==> src/rtl/display_pkg.sv <==
// display_pkg
// Shared constants and types for the seven-segment scan controller:
// anode patterns per slot, the dash code, digit count and the BCD
// value-plus-sign record that the double buffer stores.
package display_pkg;

    localparam int NUM_DIGITS = 4;

    // Active-low anode patterns, one digit lit per slot
    localparam logic [3:0] AN_SLOT0 = 4'b1110;
    localparam logic [3:0] AN_SLOT1 = 4'b1101;
    localparam logic [3:0] AN_SLOT2 = 4'b1011;
    localparam logic [3:0] AN_SLOT3 = 4'b0111;
    localparam logic [3:0] AN_OFF   = 4'b1111;

    // Decoder code that renders a minus sign
    localparam logic [3:0] CODE_DASH = 4'd10;

    // Four BCD digits, element [0] is the rightmost digit
    typedef logic [NUM_DIGITS-1:0][3:0] bcd_digits_t;

    // Displayed value together with its sign
    typedef struct packed {
        logic        neg;
        bcd_digits_t d;
    } bcd4_t;

    // Anode pattern for a scan slot
    function automatic logic [3:0] anode_for_slot(input logic [1:0] slot);
        logic [3:0] an;
        case (slot)
            2'd0:    an = AN_SLOT0;
            2'd1:    an = AN_SLOT1;
            2'd2:    an = AN_SLOT2;
            2'd3:    an = AN_SLOT3;
            default: an = AN_OFF;
        endcase
        return an;
    endfunction

endpackage

==> src/rtl/display_scan_controller_if.sv <==
// display_scan_controller_if
// Valid/ready update channel into the scan controller.
//   upd_value : four BCD digits, [3:0] rightmost
//   upd_neg   : value is negative (shown only in answer mode)
//   upd_valid : producer offers an update
//   upd_ready : controller can take an update this cycle
// master = producer of updates, slave = scan controller.
interface display_scan_controller_if;
    import display_pkg::*;

    bcd_digits_t upd_value;
    logic        upd_neg;
    logic        upd_valid;
    logic        upd_ready;

    modport master (
        output upd_value,
        output upd_neg,
        output upd_valid,
        input  upd_ready
    );

    modport slave (
        input  upd_value,
        input  upd_neg,
        input  upd_valid,
        output upd_ready
    );

endinterface

==> src/rtl/refresh_tick.sv <==
// refresh_tick
// Free-running prescaler counting 0..DIV-1; o_tick is high during the
// cycle the count sits at DIV-1. Kept generic so blink/timeout logic can
// reuse it.
//   clk    : system clock
//   rst_n  : synchronous active-low reset
//   o_tick : one-cycle pulse every DIV cycles
module refresh_tick #(
    parameter int DIV = 100000
) (
    input  logic clk,
    input  logic rst_n,
    output logic o_tick
);

    localparam int CW = (DIV > 2) ? $clog2(DIV) : 1;

    logic [CW-1:0] r_count;
    logic          w_at_end;

    assign w_at_end = (r_count == CW'(DIV - 1));
    assign o_tick   = w_at_end;

    // Prescaler counter with wrap at DIV-1
    always_ff @(posedge clk) begin
        if (!rst_n) begin
            r_count <= '0;
        end else if (w_at_end) begin
            r_count <= '0;
        end else begin
            r_count <= r_count + CW'(1);
        end
    end

endmodule

==> src/rtl/display_scan_controller.sv <==
// display_scan_controller
// Time-multiplexes a 4-digit seven-segment display. Holds a double
// buffered BCD value (updates land only on frame boundaries) and applies
// answer-mode leading-zero blanking and minus sign.
//   clk, rst_n  : clock, synchronous active-low reset
//   upd_if      : update channel (value, neg, valid/ready)
//   show_ans    : answer mode (blanking + sign, no decimal point)
//   enable      : active-low anodes, one low or all high
//   digit       : code for the segment decoder (10 = dash)
//   dp_on       : decimal point request for the current slot
//   frame_done  : one-cycle pulse after each frame boundary
module display_scan_controller
    import display_pkg::*;
#(
    parameter int REFRESH_DIV = 100000
) (
    input  logic                        clk,
    input  logic                        rst_n,
    display_scan_controller_if.slave    upd_if,
    input  logic                        show_ans,
    output logic [3:0]                  enable,
    output logic [3:0]                  digit,
    output logic                        dp_on,
    output logic                        frame_done
);

    logic        w_tick;
    logic        w_boundary;
    logic        w_accept;
    logic [1:0]  r_idx;
    bcd4_t       r_active;
    bcd4_t       r_pending;
    logic        r_pend_full;

    logic        w_blank;
    logic [3:0]  w_code;
    logic [3:0]  w_anode;
    logic        w_dp;
    logic        w_d3z;
    logic        w_d2z;
    logic        w_d1z;

    refresh_tick #(
        .DIV (REFRESH_DIV)
    ) u_refresh_tick (
        .clk    (clk),
        .rst_n  (rst_n),
        .o_tick (w_tick)
    );

    assign w_boundary       = w_tick && (r_idx == 2'd3);
    assign w_accept         = upd_if.upd_valid && !r_pend_full;
    assign upd_if.upd_ready = !r_pend_full;

    // Scan slot index, advances once per prescaler period
    always_ff @(posedge clk) begin
        if (!rst_n) begin
            r_idx <= 2'd0;
        end else if (w_tick) begin
            r_idx <= r_idx + 2'd1;
        end else begin
            r_idx <= r_idx;
        end
    end

    // Double buffer: a new value is parked in pending and only moves to
    // active on a frame boundary. An accept that coincides with a boundary
    // (pending empty) still waits a full frame; there is no bypass path.
    always_ff @(posedge clk) begin
        if (!rst_n) begin
            r_active    <= '0;
            r_pending   <= '0;
            r_pend_full <= 1'b0;
        end else begin
            if (w_boundary && r_pend_full) begin
                r_active    <= r_pending;
                r_pend_full <= 1'b0;
            end
            if (w_accept) begin
                r_pending.d   <= upd_if.upd_value;
                r_pending.neg <= upd_if.upd_neg;
                r_pend_full   <= 1'b1;
            end
        end
    end

    assign w_d3z = (r_active.d[3] == 4'd0);
    assign w_d2z = (r_active.d[2] == 4'd0);
    assign w_d1z = (r_active.d[1] == 4'd0);

    // Slot content: with a minus sign in slot 3, blanking of slots 1/2
    // only looks at digits up to slot 2; slot 0 is never blanked.
    always_comb begin
        w_blank = 1'b0;
        w_code  = r_active.d[r_idx];
        w_anode = anode_for_slot(r_idx);
        w_dp    = 1'b0;
        if (show_ans) begin
            case (r_idx)
                2'd3: begin
                    if (r_active.neg) begin
                        w_code = CODE_DASH;
                    end else begin
                        w_blank = w_d3z;
                    end
                end
                2'd2: begin
                    if (r_active.neg) begin
                        w_blank = w_d2z;
                    end else begin
                        w_blank = w_d3z & w_d2z;
                    end
                end
                2'd1: begin
                    if (r_active.neg) begin
                        w_blank = w_d2z & w_d1z;
                    end else begin
                        w_blank = w_d3z & w_d2z & w_d1z;
                    end
                end
                default: begin
                    w_blank = 1'b0;
                end
            endcase
        end else begin
            w_dp = (r_idx == 2'd1);
        end
    end

    // Registered display outputs and frame pulse
    always_ff @(posedge clk) begin
        if (!rst_n) begin
            enable     <= AN_OFF;
            digit      <= 4'd0;
            dp_on      <= 1'b0;
            frame_done <= 1'b0;
        end else begin
            enable     <= w_blank ? AN_OFF : w_anode;
            digit      <= w_blank ? 4'd0 : w_code;
            dp_on      <= w_dp;
            frame_done <= w_boundary;
        end
    end

endmodule

==> src/flat_wrapper.sv <==
// flat-port wrapper written by rule: the top's interface ports become plain ports
module display_scan_controller_flat import display_pkg::*;
#(
    parameter int REFRESH_DIV = 100000
)
  (clk, rst_n, show_ans, enable, digit, dp_on, frame_done, upd_if_upd_value, upd_if_upd_neg, upd_if_upd_valid, upd_if_upd_ready);
  display_scan_controller_if upd_if_i ();
  input  logic clk;
  input  logic rst_n;
  input  logic show_ans;
  output logic [3:0] enable;
  output logic [3:0] digit;
  output logic dp_on;
  output logic frame_done;
  input wire logic [$bits(upd_if_i.upd_value)-1:0] upd_if_upd_value;
  input wire logic [$bits(upd_if_i.upd_neg)-1:0] upd_if_upd_neg;
  input wire logic [$bits(upd_if_i.upd_valid)-1:0] upd_if_upd_valid;
  output wire logic [$bits(upd_if_i.upd_ready)-1:0] upd_if_upd_ready;
  assign upd_if_i.upd_value = upd_if_upd_value;
  assign upd_if_i.upd_neg = upd_if_upd_neg;
  assign upd_if_i.upd_valid = upd_if_upd_valid;
  assign upd_if_upd_ready = upd_if_i.upd_ready;
  display_scan_controller #(.REFRESH_DIV(REFRESH_DIV)) u_core (.clk(clk), .rst_n(rst_n), .upd_if(upd_if_i), .show_ans(show_ans), .enable(enable), .digit(digit), .dp_on(dp_on), .frame_done(frame_done));
endmodule
==> config.mk <==
export PLATFORM = sky130hd
export DESIGN_NAME = display_scan_controller_flat
export DESIGN_NICKNAME = d
export VERILOG_FILES = /design/src/rtl/display_pkg.sv /design/src/rtl/display_scan_controller_if.sv /design/src/rtl/refresh_tick.sv /design/src/rtl/display_scan_controller.sv /design/src/flat_wrapper.sv
export SDC_FILE = /design/constraint.sdc
export NUM_CORES = 1
export LEC_CHECK = 0
export ABC_AREA = 1
export BUFFER_PORTS_ARGS = -buffer_cell sky130_fd_sc_hd__buf_4
export CAP_MARGIN = 25
export CELL_PAD_IN_SITES_DETAIL_PLACEMENT = 0
export CELL_PAD_IN_SITES_GLOBAL_PLACEMENT = 1
export CORE_MARGIN = 2
export CORE_UTILIZATION = 47
export CTS_BUF_LIST = sky130_fd_sc_hd__clkbuf_4
export CTS_CLUSTER_SIZE = 14
export DETAILED_ROUTE_END_ITERATION = 7
export PLACE_DENSITY = 0.87
export SYNTH_ARGS = -nofsm -noshare
export SYNTH_HDL_FRONTEND = slang
export SYNTH_HIERARCHICAL = 1
export SYNTH_SLANG_ARGS = --single-unit
export TNS_END_PERCENT = 20
==> constraint.sdc <==
create_clock -name clk -period 4.7 [get_ports clk]
set_clock_uncertainty 0.1 [all_clocks]
set_input_delay 0.94 -clock clk [delete_from_list [all_inputs] [get_ports clk]]
set_output_delay 0.94 -clock clk [all_outputs]
set_load 0.05 [all_outputs]
Word-level counts from Yosys, hierarchy flattened:

Cells that the tools add are included.

* add/subtract/negate cells: 2
* bitwise logic cells: 4
* muxes and demuxes: 13
* eq/ne operators: 4
* magnitude comparators: 1
* reductions and logical operators: 12

Operators with widths (count)
* $add 17x1->17 const B: 1
* $eq 17x17->1 const B: 1
* $mux 4: 4
* $pmux 4 s4: 1
* $logic_not 4->1: 3
* $bmux 4 s2: 1
* $mux 1: 6
* $reduce_or 2->1: 3
* $eq 2x2->1 const B: 2
* $and 1x1->1: 3
* $logic_and 1x1->1: 3
* $lt 2x3->1 const B: 1
* $pmux 1 s3: 1
* $add 2x1->2 const B: 1
* $eq 2x1->1 const B: 1
* $logic_not 2->1: 1
* $reduce_bool 2->1: 1
* $logic_not 1->1: 1
* $not 1->1: 1

* bits in registers: 64
* word-level logic and storage cells: 53
* output and inout port bits: 11
* input port bits: 21

Logic depth before layout (Yosys ltp):

Gate-level depths: netlist (run 1).

* word-level depth: 7
* gate-level depth with buffers: 9
* gate-level depth less buffers: 9

By module:

Netlist (run 1), hierarchy kept.

By module, submodules not included
* display_scan_controller: sequential area each 940.9 um2, times used 1, area each 1889.3 um2, cells an instance 234
* refresh_tick: sequential area each 340.3 um2, times used 1, area each 932.1 um2, cells an instance 140

Worst setup path after synthesis (run 1):

OpenSTA, ideal clock, no wires.

* path type: register to output
* from: register u_core.r_pend_full
* to: output port upd_if_upd_ready
* cell stages (with the launch flop): 2
* required time: 3660 ps
* path slack: 2995 ps
* arrival: 665 ps
* buffers on the path: 0
* cell sequence: dfxtp_1 -> inv_1

* word-level cells in the longest chain between the ends: 1

RTL lines
* start, declared: line display_scan_controller.sv:33 `logic r_pend_full;`
* start signal, assigned: line display_scan_controller.sv:73 `r_pend_full <= 1'b0;`
* start signal, assigned: line display_scan_controller.sv:77 `r_pend_full <= 1'b0;`
* start signal, assigned: line display_scan_controller.sv:82 `r_pend_full <= 1'b1;`
* $logic_not 1->1: line display_scan_controller.sv:53 `assign upd_if.upd_ready = !r_pend_full;`
* end, declared: line flat_wrapper.sv:18 `output wire logic [$bits(upd_if_i.upd_ready)-1:0] upd_if_upd_ready;`

No other way between the ends.

Final worst setup path (run 1):

* from: register u_core.u_refresh_tick.r_count[0]
* to: register u_core/r_active[0] in the netlist's numbering

* word-level cells in the longest chain between the ends: 3

RTL lines
* start, declared: line refresh_tick.sv:18 `logic [CW-1:0] r_count;`
* start signal, assigned: line refresh_tick.sv:31 `r_count <= r_count + CW'(1);`
* $eq 17x17->1: line refresh_tick.sv:21 `assign w_at_end = (r_count == CW'(DIV - 1));`
* net u_core.w_tick: line display_scan_controller.sv:27 `logic w_tick;`
* $logic_and 1x1->1: line display_scan_controller.sv:51 `assign w_boundary = w_tick && (r_idx == 2'd3);`
* $logic_and 1x1->1: line display_scan_controller.sv:75 `if (w_boundary && r_pend_full) begin`
* end signal, assigned: line display_scan_controller.sv:76 `r_active <= r_pending;`
* end, declared: line display_scan_controller.sv:31 `bcd4_t r_active;`

The timed path passes the listed nets, and every way through them passes these cells.
A chain may end at the register's enable or synchronous reset.

==> results of run 1 <==
cell type report:
type,instances,area [µm²],area share (%)
Sequential cell,64,1280,40.0
Timing Repair Buffer,31,233,7.26
Clock inverter,7,96.3,3.01
Multi-Input combinational cell,257,1270,39.7
Inverter,42,160,5.00
Tap cell,75,93.8,2.93
Clock buffer,9,67.6,2.11
worst paths after layout:
kind | start | to | slack [ps] | cells past startpoint
setup / recovery | u_core/u_refresh_tick/r_count[0] | u_core/r_active[0] | 2400 | 9
hold / removal | u_core/r_active[3] | u_core/r_active[3] | 370 | 2
setup reg to reg | u_core/u_refresh_tick/r_count[0] | u_core/r_active[0] | 2400 | 9
hold reg to reg | u_core/r_active[3] | u_core/r_active[3] | 370 | 2
state kept, by name, indices dropped and copies added, names as in the netlist:
name and cells:
u_core/r_active 17, u_core/r_pending 17, u_core/u_refresh_tick/r_count 17, u_core/digit 4, u_core/enable 4, u_core/r_idx 2
u_core/dp_on 1, u_core/frame_done 1, u_core/r_pend_full 1
stage by stage:
| stage | util, % | std cells | power, µW | hold slack [ps] | worst slack, ps |
|---|---|---|---|---|---|
| floorplan | - | 374 | 617 | 327 | 3000 |
| global placement | 52.0 | 469 | 636 | 343 | 2590 |
| detailed placement | 52.0 | 469 | 636 | 351 | 2460 |
| CTS | 54.8 | 485 | 1060 | 368 | 2380 |
| global route | 54.8 | 485 | 1100 | 393 | 2170 |
| finish | 54.8 | 485 | 1050 | 372 | 2400 |
layer usage:
metal	share of wire [%]	vias up	global-route usage [%]
met5	0	-	0
met4	1.9	0	9.15
met3	3.4	10	3.96
met2	39	39	25.4
met1	56	1012	28.5
li1	-	1257	-
cells by family after synthesis:
logic type	count (synthesis)	share of synthesized area [%]
AND/OR/NAND/NOR	171	26.6
AO/OA/AOI/OAI	73	13.4
flip-flops	64	45.4
buffers and inverters	53	9.49
adder cells (fa/ha/maj)	8	3.55
XOR/XNOR	5	1.55
power by group:
group / internal (µW) / switching [µW] / leakage [µW]
Clock: 216 / 211 / 0.0000898
Sequential: 557 / 9.76 / 0.000521
Combinational: 23.9 / 33.3 / 0.000692
Yosys cell counts (all sizes together):
master and instances:
nor2 81, nand2 68, dfxtp 64, o21ai 43, inv 42, a21oi 28, nand3 18, buf 9
ha 8, xnor2 4, nand4 3, clkbuf 2, a211oi 1, nor3 1, o21bai 1, xor2 1
worst max-delay path: cells and delay by family (launching register included):
kind                       cells  cell delay [ps]
AOI/OAI and AO/OA              1              150
buffers and inverters          2              420
adders and majority gates      1              230
DFF                            1              400
and+or+nand+nor                5              930
==> run metrics, run 1 <==
unrepaired setup endpoints after global routing=false; most frequent cells in the layout=nand2_1 (64), nor2_1 (64), dfxtp_1 (64), inv_1 (39), buf_4 (31); mean area per synthesized cell=between 7 and 8 µm²; worst-path cell chain=ha_1 -> nand2_1 -> nor2_1 -> nand3_2 -> inv_1 -> nand3_2 -> inv_1 -> nand2_1 -> a21oi_1; Ant. Diodes=0; gr ovfl total=0; HPWL Detailed=between 3000 and 4000 µm; vias per cell=roughly 4.8; ratio of cells with drive above 1 in the final layout=between 10% and 20%; die span in x=81.5 µm; CTS tree=done; GP Congestion=a little over 0.8; power density cells=roughly 330 nW/µm²; # Post-CTS Setup Buffers=0; synth top area cells=dfxtp_1 (45%), nand2_1 (8.5%), nor2_1 (8.5%); Seq/Total Area, Yosys=about 45%; Setup crit start kind=register; Final Net Count=434; cts repair resizes=0; final worst path period need=approximately 2300 ps; area leader, netlist=dfxtp_1; VDD IR max=between 0.15 and 0.2 mV; Routed WL=between 5000 and 6000 µm; Critical Path Fanout Max=32; Synthesized Nets=around 400; CTS Buf Count=9; Setup TNS Final=0 ps; number of global-route vias before repair=2057; DRC=0; fmax=about 0.44 GHz; Max transition margin=about 60%; CTS H-tree lvls=3; I/O Buffers=31; final hold violation count=0; Final Setup Violations=0; insertion delay to the later sink of the worst-skew pair=approximately 410 ps; DP Area=a little over 3000 µm²; WP data required=about 5000 ps; Area Growth Syn to Fin=13.6%; Global Route Usage Sum=roughly a fifth; Crit Path Category=reg2reg; io pins=32; Largest stage delay, worst path=approximately 470 ps; top cell type's share of synthesized area=between 40% and 50%; WP data arrival=2540 ps; drt wl/cell=approximately 12 µm; Synth Cell Area=2820 µm²; initial DRC count=150; Die Y=between 80 and 90 µm; antenna violations before repair=0; Synth Register Bits=64; first-pass GRT wire length=roughly 9600 µm; number of routed nets with antenna violations=0; DRT Pass-1 Iters=4; CTS root buffer=clkbuf_4; leakage dissipation=roughly 0.0013 µW; fin crit share=48.9%; slowest stage cell on the critical path=nand3_2; TritonCTS Sinks=64; Rows=28; largest net degree at the start of global routing=42; post-route design area=approximately 3200 µm²; Starting Density=48.2%; Core ar.=around 5900 µm²; CP endpoint kind=register; maximum capacitance violations=0; max-slew violation total from the final report=0; Worst Hold Class=reg2reg; Fill cells=between 500 and 600; Mapped Cells=between 300 and 400; Yosys cell types=28; status=finished, final reports clean; Yosys warning count=6; cts hold-fix bufs=0; worst-margin pin slew=slightly below 600 ps; CTS Buffer Depth=2; die footprint=between 6000 and 7000 µm²; DR vias=approximately 2300; clock slew at reported path FFs=120 ps
(Power assumes the default switching activity.)
==> inputs of run 2 (changes only) <==
Settings changed: CORE_UTILIZATION 47 to 40, PLACE_DENSITY 0.87 to 0.79.
Clock period 4.7 ns to 2 ns, I/O delays scaled along.
==> run metrics, run 2 (synthesized netlist as in run 1, its figures left out) <==
slowest stage cell on the critical path=dfxtp_2; DRT Pass-1 Iters=4; # Post-CTS Setup Buffers=0; fin crit share=between 80 and 90%; Worst Hold Class=in2reg; number of routed nets with antenna violations=0; unrepaired setup endpoints after global routing=false; final worst path period need=1740 ps; Final Net Count=438; WP data required=around 2200 ps; register area=around 1300 µm²; Reg2Reg Capture Point=u_core/r_active[16]; sequential power share=a little over half; Rows=30; vias per cell=approximately 4.6; internal cell power=between 1500 and 2000 µW; Setup TNS Final=0 ps; CTS Buffer Depth=2; CP endpoint kind=register; TritonCTS Sinks=between 60 and 70; WP data arrival=1930 ps; Worst R2R Start=u_core/u_refresh_tick/r_count[0]; most frequent CP cell=nand3_2; initial DRC count=102; Crit Path Category=reg2reg; Starting Density=between 40% and 50%; DR vias=around 2300; GP Congestion=between 0.7 and 0.8; HPWL Detailed=4070 µm; DP Area=~3100 µm²; io pins=32; final hold violation count=0; most frequent cells in the layout=nand2_1 (64), nor2_1 (64), dfxtp_1 (62), inv_1 (39), buf_4 (35); CTS tree=done; CTS root buffer=clkbuf_4; ratio of cells with drive above 1 in the final layout=around a fifth; Largest stage delay, worst path=~370 ps; fin util=around 48%; Critical Path Fanout Max=23; CTS Buf Count=9; Sw Ratio=a little under a quarter; power share of the combinational group=under 10%; gr ovfl total=0; insertion delay to the later sink of the worst-skew pair=approximately 400 ps; die span in x=roughly 88 µm; Final Setup Violations=0; Worst setup endpoint=u_core/r_active[16]; DRC=0; worst-path cell chain=ha_2 -> nand2_1 -> nor2_1 -> nand3_2 -> inv_1 -> nand3_2 -> buf_4 -> o21ai_1 -> a21oi_1; antenna violations before repair=0; drt wl/cell=between 10 and 15 µm; VDD IR max=about 0.43 mV; CTS H-tree lvls=3; first-pass GRT wire length=9720 µm; status=finished, final reports clean; CP startpoint=u_core/u_refresh_tick/r_count[0]; fmax=about 0.57 GHz; largest net degree at the start of global routing=42; P_sw=around 570 µW; clock slew at reported path FFs=110 ps; number of global-route vias before repair=~2100; maximum capacitance violations=0; multi-input logic area=1270 µm²; Setup crit start kind=register; Clk pwr share=about 40%; I/O Buffers=31; biggest regs=u_core/r_active x17, u_core/r_pending x17, u_core/u_refresh_tick/r_count x17; Global Route Usage Sum=between 10% and 20%; worst-margin pin slew=385 ps; Routed WL=5730 µm; worst hold stages=2; die footprint=7740 µm²; Area Growth Syn to Fin=15.4%; max-slew violation total from the final report=0; reg2reg setup slack=between 200 and 300 ps; Ant. Diodes=0; Die Y=just under 90 µm; power density cells=747 nW/µm²; Fill cells=~710; R2R cell count=9; Core ar.=approximately 6800 µm²; leakage dissipation=around 0.0013 µW; Max transition margin=between 70% and 80%; post-route design area=3260 µm²
[run 2: changes by cell type in the layout (fill, tap and decap cells not counted), sizes merged]
cell / delta
clkinv: -2
buf: +4
clkinvlp: +2
[run 2: power by group through the flow]
stage | clock network [µW] | registers [µW] | logic (µW)
2_1_floorplan | 0 | 1360 | 92.9
3_3_place_gp | 0 | 1360 | 136
3_5_place_dp | 0 | 1360 | 138
4_1_cts | 986 | 1330 | 138
5_1_grt | 1050 | 1340 | 155
6_report | 962 | 1330 | 138
[run 2: critical path: cells and delay by family, from the launching register on]
| family | cells | cell delay (ps) |
|---|---|---|
| compound gates | 2 | 210 |
| fa+ha+maj | 1 | 210 |
| buf+inv | 2 | 340 |
| flops | 1 | 370 |
| simple gates | 4 | 420 |
[run 2: timing repair]
action / 4_1_cts / 5_1_grt
gates resized for setup: 0 / 3
hold buffers: 0 / 0
setup endpoints to repair: 0 / 3
[run 2: layout make-up]
cell class	count	share of cell area [%]
multi-input combinational	257	39.2
sequential	64	39.4
inverter	42	4.92
tap	96	3.69
clock inverter	7	2.65
clock buffer	9	2.08
timing repair buffer	35	8.07
[run 2: how the worst min path moves through the flow]
stage / startpoint / end / slack (ps)
2_1_floorplan: u_core/r_active[3] / u_core/r_active[3] / 330
4_1_cts: show_ans / u_core/dp_on / 40
5_1_grt: show_ans / u_core/dp_on / 20
6_report: show_ans / u_core/dp_on / 60
3_3_place_gp: u_core/r_pending[10] / u_core/r_active[10] / 350
3_5_place_dp: u_core/r_pending[2] / u_core/r_active[2] / 350
[run 2: through the flow]
| step | cells | hold WS (ps) | setup slack [ps] | power (µW) |
|---|---|---|---|---|
| floorplan | 374 | 327 | 376 | 1450 |
| finish | 510 | 60.8 | 257 | 2430 |
| global route | 510 | 21.9 | 58.9 | 2540 |
| CTS | 510 | 39.1 | 178 | 2460 |
| global placement | 494 | 348 | 210 | 1500 |
| detailed placement | 494 | 348 | 191 | 1500 |
[run 2: routing by layer]
layer | track usage, % | share of wire [%] | vias up
li1 | - | - | 1255
met1 | 23.6 | 54 | 1019
met2 | 23.1 | 39 | 54
met3 | 4.52 | 5.4 | 7
met4 | 6.29 | 1.3 | 0
met5 | 0 | 0 | -
==> inputs of run 3 (changes only) <==
Settings changed: CORE_ASPECT_RATIO from default to 1.5.
==> run metrics, run 3 (synthesized netlist as in run 1, its figures left out) <==
status=finished, final reports clean; Global Route Usage Sum=between 10% and 20%; HP Start=show_ans; most frequent cells in the layout=nand2_1 (64), nor2_1 (63), dfxtp_1 (63), inv_1 (39), buf_4 (35); worst hold path endpoint=u_core/dp_on; CTS H-tree lvls=3; gr ovfl total=0; Buf/Inv on CP=3; CTS Buf Count=9; antenna violations before repair=0; unrepaired setup endpoints after global routing=false; worst-margin pin slew=380 ps; Area Growth Syn to Fin=14.4%; HPWL Detailed=4260 µm; final hold slack=approximately 45 ps; Final Setup Violations=0; first-pass GRT wire length=between 9000 and 10000 µm; VDD IR max=between 0.3 and 0.4 mV; Crit Path Category=reg2reg; Ant. Diodes=0; ratio of cells with drive above 1 in the final layout=19.6%; WP data arrival=about 2100 ps; leakage dissipation=0.00131 µW; R2R cell count=10; biggest regs=u_core/r_active x17, u_core/r_pending x17, u_core/u_refresh_tick/r_count x17; CTS Buffer Depth=2; WP data required=roughly 2300 ps; Final Net Count=about 440; TritonCTS Sinks=64; worst-path cell chain=ha_1 -> nand2_1 -> nor2_2 -> nand3_2 -> inv_1 -> nand3_2 -> buf_12 -> inv_1 -> nand2_1 -> a21oi_1; drt wl/cell=around 12 µm; Max transition margin=~75%; initial DRC count=slightly above 90; Starting Density=between 40% and 50%; # Post-CTS Setup Buffers=0; I/O Buffers=31; CTS tree=done; fin crit share=between 90% and 100%; Reg2Reg Capture Point=u_core/r_active[10]; Setup crit start kind=register; Top Family by Delay on Critical Path=simple AND/OR/NAND/NOR gates; number of routed nets with antenna violations=0; max-slew violation total from the final report=0; insertion delay to the later sink of the worst-skew pair=430 ps; die span in x=approximately 73 µm; maximum capacitance violations=0; DR vias=about 2300; largest net degree at the start of global routing=42; Routed WL=~5800 µm; GP Congestion=around 0.86; Worst R2R Start=u_core/u_refresh_tick/r_count[0]; commonest non-fill, non-tap cell in the layout=nand2_1; Worst Hold Class=in2reg; fin util=about 47%; Overall Power=around 2300 µW; reg2reg setup slack=roughly 180 ps; number of global-route vias before repair=2291; vias per cell=4.67; DRC=0; clock slew at reported path FFs=about 110 ps; DRT Pass-1 Iters=4; CTS root buffer=clkbuf_4; Setup TNS Final=0 ps; io pins=32; CP endpoint kind=register; slowest stage cell on the critical path=dfxtp_2; Die Y=around 110 µm; Largest stage delay, worst path=approximately 370 ps; power density cells=between 700 and 800 nW/µm²; final hold violation count=0; die footprint=between 7000 and 8000 µm²; Critical Path Fanout Max=28; Rows=37; final worst path period need=around 1800 ps; worst hold stages=2; Fill cells=between 700 and 800; fmax=about 0.55 GHz; Core ar.=slightly below 7000 µm²
==> run 3: cell types whose count changed in the layout (fill, tap and decap cells not counted) <==
cell,before,now
nor2_2,16,17
ha_2,1,0
clkinv_2,0,1
buf_12,0,1
clkinvlp_4,2,3
dfxtp_2,2,1
dfxtp_1,62,63
clkinv_1,3,1
ha_1,7,8
nor2_1,64,63
bufinv_16,2,1
==> run 3: final cells by class <==
type,count,area [µm²],area share [%]
timing repair buffer,36,283,8.76
inverter,42,160,4.96
clock inverter,6,61.3,1.90
sequential,64,1280,39.7
clock buffer,9,67.6,2.09
multi-input combinational,257,1270,39.5
tap,78,97.6,3.02
==> run 3: timing repair <==
item	in CTS	in global routing
setup endpoints to repair	0	5
gates resized for setup	0	2
hold buffers	0	0
==> run 3: how the worst max path moves through the flow <==
stage | from | cells past startpoint | to
floorplan | u_core/u_refresh_tick/r_count[0] | 9 | u_core/r_active[8]
CTS | u_core/u_refresh_tick/r_count[0] | 10 | u_core/r_active[10]
global placement | u_core/u_refresh_tick/r_count[0] | 10 | u_core/r_active[0]
finish | u_core/u_refresh_tick/r_count[0] | 10 | u_core/r_active[10]
global route | u_core/u_refresh_tick/r_count[1] | 10 | u_core/r_active[2]
detailed placement | u_core/u_refresh_tick/r_count[0] | 10 | u_core/r_active[0]
==> run 3: worst register-to-register path: cells and delay by family, from the launching register on <==
family	cells	cell delay [ps]
flops	1	370
buf+inv	3	430
simple gates	5	520
fa+ha+maj	1	210
compound gates	1	110
==> run 3: through the flow <==
step	instance area (µm²)	setup WS, ps	std cells
floorplan	2820	376	374
global placement	3090	202	477
detailed placement	3090	125	477
CTS	3220	84.2	492
global route	3230	9.18	492
finish	3230	179	492
==> run 3: layer usage <==
layer	global-route usage (%)	wire, µm	up-vias
met5	0	0	-
met4	9.52	165	0
met3	3.95	147	11
met2	30.4	3090	27
met1	17.0	2400	1007
li1	-	-	1253
==> run 3: power by group <==
group / leakage (µW) / switching (µW) / total [µW] / internal [µW]
clock network: 0.0000615 / 469 / 836 / 367
logic: 0.000725 / 78.1 / 134 / 56.3
registers: 0.000521 / 22.9 / 1330 / 1310
